## config.mk

```make
export PLATFORM = sky130hd
export DESIGN_NAME = baud_tick_gen_flat
export DESIGN_NICKNAME = d
export VERILOG_FILES = /design/src/rtl/baud_tick_gen_if.sv /design/src/rtl/baud_tick_gen.sv /design/src/flat_wrapper.sv
export SDC_FILE = /design/constraint.sdc
export NUM_CORES = 1
export LEC_CHECK = 0
export CAP_MARGIN = 10
export CORE_MARGIN = 4
export CORE_UTILIZATION = 53
export DETAILED_ROUTE_END_ITERATION = 10
export GPL_ROUTABILITY_DRIVEN = 0
export PLACE_DENSITY = 0.77
export SYNTH_ARGS = -nofsm -noshare
export SYNTH_HDL_FRONTEND = slang
export SYNTH_SLANG_ARGS = --single-unit
```

## constraint.sdc

```tcl
create_clock -name clk -period 4 [get_ports clk]
set_input_delay 1.2 -clock clk [delete_from_list [all_inputs] [get_ports clk]]
set_output_delay 1.2 -clock clk [all_outputs]
set_load 0.005 [all_outputs]
```

## src/rtl/baud_tick_gen_if.sv

```systemverilog
// baud_tick_gen_if: control/status bundle between the register block (master)
// and the baud tick generator (slave).
//   en, mode, sel, div_i, restart : master -> generator controls
//   os_tick, bit_tick, baud_clk   : generator -> engines, one-cycle strobes / monitor
//   div_clamped, div_eff          : generator -> register block status
interface baud_tick_gen_if #(
    parameter int DIV_W = 16
);
    logic             en;
    logic             mode;
    logic [1:0]       sel;
    logic [DIV_W-1:0] div_i;
    logic             restart;
    logic             os_tick;
    logic             bit_tick;
    logic             baud_clk;
    logic             div_clamped;
    logic [DIV_W-1:0] div_eff;

    modport master (
        output en, mode, sel, div_i, restart,
        input  os_tick, bit_tick, baud_clk, div_clamped, div_eff
    );

    modport slave (
        input  en, mode, sel, div_i, restart,
        output os_tick, bit_tick, baud_clk, div_clamped, div_eff
    );
endinterface

```

## src/rtl/baud_tick_gen.sv

```systemverilog
// baud_tick_gen: single-clock baud divider producing enable strobes.
//   clk, rst_n : clock, synchronous active-low reset
//   bus        : baud_tick_gen_if.slave
//     os_tick  - one-cycle strobe every div_eff clocks
//     bit_tick - one-cycle strobe every OVERSAMPLE os_ticks
//     baud_clk - registered square wave, period OVERSAMPLE*div_eff
//     div_clamped / div_eff - status of the divisor in use
// The divisor is only reloaded at a period boundary (or while disabled, or on
// restart), so divisor changes never produce runt or stretched periods.
module baud_tick_gen #(
    parameter int DIV_W      = 16,
    parameter int OVERSAMPLE = 16,
    parameter int DIV0       = 208,
    parameter int DIV1       = 104,
    parameter int DIV2       = 52,
    parameter int DIV3       = 26
) (
    input logic           clk,
    input logic           rst_n,
    baud_tick_gen_if.slave bus
);
    localparam int OS_W = (OVERSAMPLE > 2) ? $clog2(OVERSAMPLE) : 1;
    localparam logic [OS_W-1:0] OS_LAST = OS_W'(OVERSAMPLE - 1);
    localparam logic [OS_W-1:0] OS_HALF = OS_W'(OVERSAMPLE / 2 - 1);
    localparam logic [DIV_W-1:0] D_MIN  = DIV_W'(2);

    logic [DIV_W-1:0] cyc_cnt;
    logic [OS_W-1:0]  os_cnt;
    logic [DIV_W-1:0] div_eff;
    logic             div_clamped;
    logic             os_tick;
    logic             bit_tick;
    logic             baud_clk;

    logic [DIV_W-1:0] d_raw;
    logic [DIV_W-1:0] d_new;
    logic             clamp_new;

    // Candidate divisor; below 2 the strobes would merge, so floor it at 2.
    always_comb begin
        d_raw = DIV_W'(DIV0);
        if (bus.mode) begin
            d_raw = bus.div_i;
        end else begin
            case (bus.sel)
                2'd0:    d_raw = DIV_W'(DIV0);
                2'd1:    d_raw = DIV_W'(DIV1);
                2'd2:    d_raw = DIV_W'(DIV2);
                default: d_raw = DIV_W'(DIV3);
            endcase
        end
        clamp_new = (d_raw < D_MIN);
        d_new     = clamp_new ? D_MIN : d_raw;
    end

    always_ff @(posedge clk) begin
        if (!rst_n) begin
            cyc_cnt     <= DIV_W'(DIV0 - 1);
            os_cnt      <= '0;
            div_eff     <= DIV_W'(DIV0);
            div_clamped <= 1'b0;
            os_tick     <= 1'b0;
            bit_tick    <= 1'b0;
            baud_clk    <= 1'b0;
        end else if (!bus.en || bus.restart) begin
            // Hold at phase 0 with a fresh divisor; restart beats a
            // coincident boundary, so no tick is issued here.
            cyc_cnt     <= d_new - 1'b1;
            div_eff     <= d_new;
            div_clamped <= clamp_new;
            os_cnt      <= '0;
            os_tick     <= 1'b0;
            bit_tick    <= 1'b0;
            baud_clk    <= 1'b0;
        end else if (cyc_cnt == '0) begin
            cyc_cnt     <= d_new - 1'b1;
            div_eff     <= d_new;
            div_clamped <= clamp_new;
            os_tick     <= 1'b1;
            if (os_cnt == OS_LAST) begin
                os_cnt   <= '0;
                bit_tick <= 1'b1;
            end else begin
                os_cnt   <= os_cnt + 1'b1;
                bit_tick <= 1'b0;
            end
            // Rise at mid-bit, fall together with bit_tick.
            if (os_cnt == OS_HALF || os_cnt == OS_LAST) begin
                baud_clk <= ~baud_clk;
            end
        end else begin
            cyc_cnt  <= cyc_cnt - 1'b1;
            os_tick  <= 1'b0;
            bit_tick <= 1'b0;
        end
    end

    assign bus.os_tick     = os_tick;
    assign bus.bit_tick    = bit_tick;
    assign bus.baud_clk    = baud_clk;
    assign bus.div_clamped = div_clamped;
    assign bus.div_eff     = div_eff;
endmodule

```

## src/flat_wrapper.sv

```systemverilog
// flat-port wrapper written by rule: the top's interface ports become plain ports
module baud_tick_gen_flat 
#(
    parameter int DIV_W      = 16,
    parameter int OVERSAMPLE = 16,
    parameter int DIV0       = 208,
    parameter int DIV1       = 104,
    parameter int DIV2       = 52,
    parameter int DIV3       = 26
)
  (clk, rst_n, bus_en, bus_mode, bus_sel, bus_div_i, bus_restart, bus_os_tick, bus_bit_tick, bus_baud_clk, bus_div_clamped, bus_div_eff);
  baud_tick_gen_if #(.DIV_W(DIV_W)) bus_i ();
  input logic clk;
  input logic rst_n;
  input wire logic [$bits(bus_i.en)-1:0] bus_en;
  input wire logic [$bits(bus_i.mode)-1:0] bus_mode;
  input wire logic [$bits(bus_i.sel)-1:0] bus_sel;
  input wire logic [$bits(bus_i.div_i)-1:0] bus_div_i;
  input wire logic [$bits(bus_i.restart)-1:0] bus_restart;
  output wire logic [$bits(bus_i.os_tick)-1:0] bus_os_tick;
  output wire logic [$bits(bus_i.bit_tick)-1:0] bus_bit_tick;
  output wire logic [$bits(bus_i.baud_clk)-1:0] bus_baud_clk;
  output wire logic [$bits(bus_i.div_clamped)-1:0] bus_div_clamped;
  output wire logic [$bits(bus_i.div_eff)-1:0] bus_div_eff;
  assign bus_i.en = bus_en;
  assign bus_i.mode = bus_mode;
  assign bus_i.sel = bus_sel;
  assign bus_i.div_i = bus_div_i;
  assign bus_i.restart = bus_restart;
  assign bus_os_tick = bus_i.os_tick;
  assign bus_bit_tick = bus_i.bit_tick;
  assign bus_baud_clk = bus_i.baud_clk;
  assign bus_div_clamped = bus_i.div_clamped;
  assign bus_div_eff = bus_i.div_eff;
  baud_tick_gen #(.DIV_W(DIV_W), .OVERSAMPLE(OVERSAMPLE), .DIV0(DIV0), .DIV1(DIV1), .DIV2(DIV2), .DIV3(DIV3)) u_core (.clk(clk), .rst_n(rst_n), .bus(bus_i));
endmodule
```

* After elaboration in Yosys (flattened, before gate mapping)
Index checks and enable logic that the tools add are counted.
** Word-level totals
- Word-level logic and storage cells :: 39
- Output and inout port bits :: 20
- Register bits :: 40
- Bits of input ports :: 23
** Cells by class
- Order comparisons :: 1
- Add/subtract/negate cells :: 3
- Reduce and logical (&&, ||, !) cells :: 9
- Equal/unequal tests :: 4
- Bitwise operators :: 3
- Muxes and demuxes :: 12
** Operator list (count)
- $mux W16 :: 6
- $sub A16 B1 Y16 const B :: 2
- $pmux W8 S3 :: 1
- $logic_not A16 Y1 :: 1
- $lt A16 B2 Y1 const B :: 1
- $add A4 B1 Y4 const B :: 1
- $eq A4 B3 Y1 const B :: 1
- $eq A4 B4 Y1 const B :: 1
- $mux W1 :: 4
- $mux W4 :: 1
- $not A1 Y1 :: 3
- $reduce_or A3 Y1 :: 1
- $eq A2 B1 Y1 const B :: 1
- $eq A2 B2 Y1 const B :: 1
- $logic_not A2 Y1 :: 1
- $logic_or A1 B1 Y1 :: 2
- $reduce_and A2 Y1 :: 1
- $reduce_bool A2 Y1 :: 1
- $reduce_or A2 Y1 :: 1
- $logic_not A1 Y1 :: 1

* Depth between registers and ports, before layout
- Word-level depth :: 8
- Gate-level depth with buffers :: 12
- Mapped depth without buffers :: 11

* Least setup slack after synthesis
Ideal clock, no wire load.
- Path type :: input port to flip-flop
- Start point :: in bus_div_i[10]
- End point :: reg u_core.cyc_cnt[10]
- Stages :: 10
- Library setup time :: 116 ps
- Path slack :: 472 ps
- Path buffers :: 1
- Required time :: 3884 ps
- Data arrival time :: 3412 ps
- Path through :: or3_1 -> clkbuf_1 -> o31ai_4 -> and4_1 -> or2_2 -> ha_1 -> o21ai_0 -> nor3_1 -> a21oi_1 -> o211a_1
** Between the ends
- Cells in the longest elaborated chain, start to end :: 6
** Ends and longest elaborated chain
- from (decl) :: RTL line flat_wrapper.sv:18 : input wire logic [$bits(bus_i.div_i)-1:0] bus_div_i;
- $mux W16 * :: RTL line baud_tick_gen.sv:42 : if (bus.mode) begin
- $lt A16 B2 Y1 :: RTL line baud_tick_gen.sv:52 : clamp_new = (d_raw < D_MIN);
- $mux W16 * :: RTL line baud_tick_gen.sv:53 : d_new = clamp_new ? D_MIN : d_raw;
- $sub A16 B1 Y16 * :: RTL line baud_tick_gen.sv:68, baud_tick_gen.sv:76
- $mux W16 :: RTL line baud_tick_gen.sv:75 : end else if (cyc_cnt == '0) begin
- $mux W16 * :: RTL line baud_tick_gen.sv:65 : end else if (!bus.en || bus.restart) begin
- to (signal assigned) :: RTL line baud_tick_gen.sv:58 : cyc_cnt <= DIV_W'(DIV0 - 1);
- to (signal assigned) :: RTL line baud_tick_gen.sv:68 : cyc_cnt <= d_new - 1'b1;
- to (signal assigned) :: RTL line baud_tick_gen.sv:76 : cyc_cnt <= d_new - 1'b1;
- to (decl) :: RTL line baud_tick_gen.sv:27 : logic [DIV_W-1:0] cyc_cnt;
Every way passes the cells marked *; elsewhere a longest branch is shown, timed or not.
A chain may end at the register's enable or synchronous reset.

* Final worst setup path
- Start point :: in bus_sel[0]
- End point :: reg u_core.cyc_cnt[10]
** Between the ends
- Cells in the longest elaborated chain, start to end :: 8
- Elaborated cells on any way between the ends :: 10
- Classes of those cells :: add/sub: 1; order compare: 1; eq/ne: 2; mux: 5; reduce/logical: 1
** Ends and longest elaborated chain
- from (decl) :: RTL line flat_wrapper.sv:17 : input wire logic [$bits(bus_i.sel)-1:0] bus_sel;
- $eq A2 B2 Y1 (tied with other cells) :: RTL line baud_tick_gen.sv:45 : case (bus.sel)
- $pmux W8 S3 * :: RTL line baud_tick_gen.sv:45
- $mux W16 * :: RTL line baud_tick_gen.sv:42
- $lt A16 B2 Y1 :: RTL line baud_tick_gen.sv:52
- $mux W16 * :: RTL line baud_tick_gen.sv:53
- $sub A16 B1 Y16 * :: RTL line baud_tick_gen.sv:68, baud_tick_gen.sv:76
- $mux W16 :: RTL line baud_tick_gen.sv:75
- $mux W16 * :: RTL line baud_tick_gen.sv:65
Marks and branches as above.

==> load_flow_metrics.sql <==
INSERT INTO impl_metrics (metric_group, metric, value, unit) VALUES
('run_status', 'run_status', 'finished clean', ''),
('sta', 'max_slew_margin', '35.0', '%'),
('sta', 'hold_viol_final', '0', ''),
('setup_path', 'critPathBufInv', '2', ''),
('sta', 'number_of_setup_violations_in_the_final_report', '0', ''),
('sta', 'final_max_slew_viol_count', '0', ''),
('synthesis', 'netlist_area', '2430', 'um2'),
('synthesis', 'synth_largest_type_area_fraction', '33.0', '%'),
('sta', 'post-route-period-util', '93.7', '%'),
('layout', 'area_growth', '26.8', '%'),
('setup_path', 'crit_arrival', '3.94', 'ns'),
('cts', 'post_cts_resize_count', '0', ''),
('synthesis', 'ys_ff_latch', '40', ''),
('cts', 'clock_sink_count', '40', ''),
('cts', 'post-cts-setup-buffer-count', '0', ''),
('cts', 'clk_pin_slew', '0.08', 'ns'),
('synthesis', 'synthMostInstantiatedCell', 'dfxtp_1', ''),
('synthesis', 'ys_top_cells_by_count', '40 x dfxtp_1, 36 x nand2_1, 23 x nor2_1', ''),
('placed_design', 'place_area', '3000', 'um2'),
('setup_path', 'worst_path_dominant_cell_family', 'simple AND/OR/NAND/NOR gates', ''),
('cts', 'cts_root_buf', 'clkbuf_8', ''),
('global_route', 'vias_in_the_first_global_route', '2247', ''),
('synthesis', 'synth.yosys.seq_area_share', '33.0', '%'),
('cts', 'cts-hold-fix-buffers', '0', ''),
('synthesis', 'synth_cell_type_count', '54', ''),
('route', 'drtAntennaViolNets', '0', ''),
('synthesis', 'postSynthAreaPerCell', '8.31', 'um2'),
('die', 'die_h', '75.7', 'um'),
('setup_path', 'timing.critical_path.mode_cell', 'ha_1', ''),
('layout', 'multiInputGateArea', '1480', 'um2'),
('die', 'fp.coreArea', '4380', 'um2'),
('die', 'placement_rows', '24', ''),
('layout', 'fillCellCount', '357', ''),
('route', 'drt_wl_total', '5.99', 'mm'),
('synthesis', 'ys_dominant_reg_cell', 'dfxtp_1', ''),
('sta', 'fmaxAchievable', '267', 'MHz'),
('layout', 'antenna-diode-count', '0', ''),
('layout', 'final_core_util', '70.1', '%'),
('route', 'drt_first_pass_iters', '4', ''),
('route', 'detail_route.wl_per_cell', '14.9', 'um'),
('cts', 'tritoncts', 'yes', ''),
('setup_path', 'reg2reg_setup_slack', '1.35', 'ns'),
('hold_path', 'min_path_type', 'flop to flop', ''),
('placed_design', 'dpl_worst_slack', '-0.0165', 'ns'),
('layout', 'layout.area.seq', '801', 'um2'),
('sta', 'clock_skew', '0.00740', 'ns'),
('placed_design', 'final_hpwl_dp', '4.51', 'mm'),
('setup_path', 'crit_chain', 'clkdlybuf4s50_1 > inv_1 > ha_1 > nor3b_2 > o221a_2 > and4_1 > or2_2 > ha_1 > o21ai_0 > nor3_1 > a21oi_1 > o211a_1', ''),
('sta', 'unrepaired_setup_endpoints_after_global_routing', 'false', ''),
('sta', 'whs', '0.451', 'ns'),
('setup_path', 'worst_path_largest_cell_delay', '0.53', 'ns'),
('die', 'floorplan.io_pins', '43', ''),
('synthesis', 'synth-warning-count', '0', ''),
('die', 'die_width', '75.7', 'um'),
('setup_path', 'critical_path_rt', '4.19', 'ns'),
('synthesis', 'mappedNetlistNets', '323', ''),
('route', 'viasPerCell', '5.74', ''),
('setup_path', 'type_of_origin_of_the_critical_path', 'input pin', ''),
('synthesis', 'netlist_top_cells_area', 'dfxtp_1 33%, nand2_1 5.6%, xor2_1 4.3%, ha_1 4.1%, a21oi_1 3.7%', ''),
('setup_path', 'worst_path_max_delay_cell', 'clkdlybuf4s50_1', ''),
('synthesis', 'synth_edf_count', '0', ''),
('layout', 'finish.instance_area', '3080', 'um2'),
('setup_path', 'worstSetupPathType', 'input pin to flop', ''),
('power', 'power_leakage', '1.21', 'nW'),
('global_route', 'grt_start_max_net_pins', '38', ''),
('layout', 'final_layout_size_suffix_gt1_share', '14.3', '%'),
('global_route', 'grt_first_pass_wirelength', '10.2', 'mm'),
('power', 'p_per_area', '291', 'nW/um2'),
('cts', 'cts_made_buffers', '5', ''),
('layout', 'finish.net_count', '380', ''),
('route', 'via_count_of_the_routed_design', '2301', '');
## logic make-up after synthesis
family / count (synthesis) / share of synthesized area, %
buf+inv: 28 / 5.88
xor+xnor: 17 / 6.14
compound gates: 67 / 20.3
mux: 9 / 3.82
fa+ha+maj: 8 / 4.13
simple gates: 123 / 26.7
flops: 40 / 33.0
## sequential cells by signal, indices dropped and copies added (netlist names)
name and cells:
u_core.bus.os_tick 1, u_core.bus.div_eff 16, u_core.cyc_cnt 16, u_core.bus.div_clamped 1, u_core.bus.baud_clk 1, u_core.bus.bit_tick 1
u_core.os_cnt 4
## final timing paths
path | start | cells past startpoint | endpoint
min reg2reg | u_core.bus.div_eff[9]$_SDFFE_PN0P_ | 2 | u_core.bus.div_eff[9]$_SDFFE_PN0P_
max | bus_sel[0] | 12 | u_core.cyc_cnt[10]$_SDFF_PN0_
max reg2reg | u_core.cyc_cnt[0]$_SDFF_PN1_ | 7 | u_core.cyc_cnt[0]$_SDFF_PN1_
min | u_core.bus.div_eff[9]$_SDFFE_PN0P_ | 2 | u_core.bus.div_eff[9]$_SDFFE_PN0P_
## placed cells by master (no fill, tap or decap), types with 6 or more instances in the layout
| master | n |
|---|---|
| clkdlybuf4s50_1 | 42 |
| dfxtp_1 | 40 |
| nand2_1 | 36 |
| buf_4 | 25 |
| nor2_1 | 23 |
| a21oi_1 | 18 |
| o21ai_0 | 12 |
| xor2_1 | 12 |
| nand3_1 | 12 |
| inv_1 | 11 |
| ha_1 | 8 |
| nor3_1 | 7 |
| mux2i_1 | 7 |
| or2_2 | 6 |
| nor4_1 | 6 |
## metal layers
metal  GRT usage (%)  vias to the layer above  share of wire (%)
met2            38.2                       67                 47
met3            4.62                        9                6.0
met1            31.1                     1062                 46
met5               0                        -                  0
li1                -                     1163                  -
met4            6.60                        0                1.4
## report_power, final
part           internal, mW  switching (mW)
registers             0.421          0.0184
logic                 0.102           0.102
clock network         0.119           0.132
total                 0.642           0.253
## tightest hold or removal path, cell delays in order, from the launching register on
cell and delay, ns:
dfxtp_1 0.31, nand2_1 0.05, a21oi_1 0.05
## cell type report
class | instances | area share (%)
Clock buffer | 6 | 2.36
Clock inverter | 1 | 0.163
Inverter | 11 | 1.34
Multi-Input combinational cell | 224 | 48.2
Sequential cell | 40 | 26.0
Tap cell | 52 | 2.12
Timing Repair Buffer | 67 | 19.8
## through the flow
step           setup TNS (ns)  std cells
4_1_cts                     0        401
2_1_floorplan               0        292
3_5_place_dp          -0.0265        394
6_report                    0        401
3_3_place_gp                0        394
5_1_grt                     0        401
Note: power is estimated with default switching activity, not from simulation.
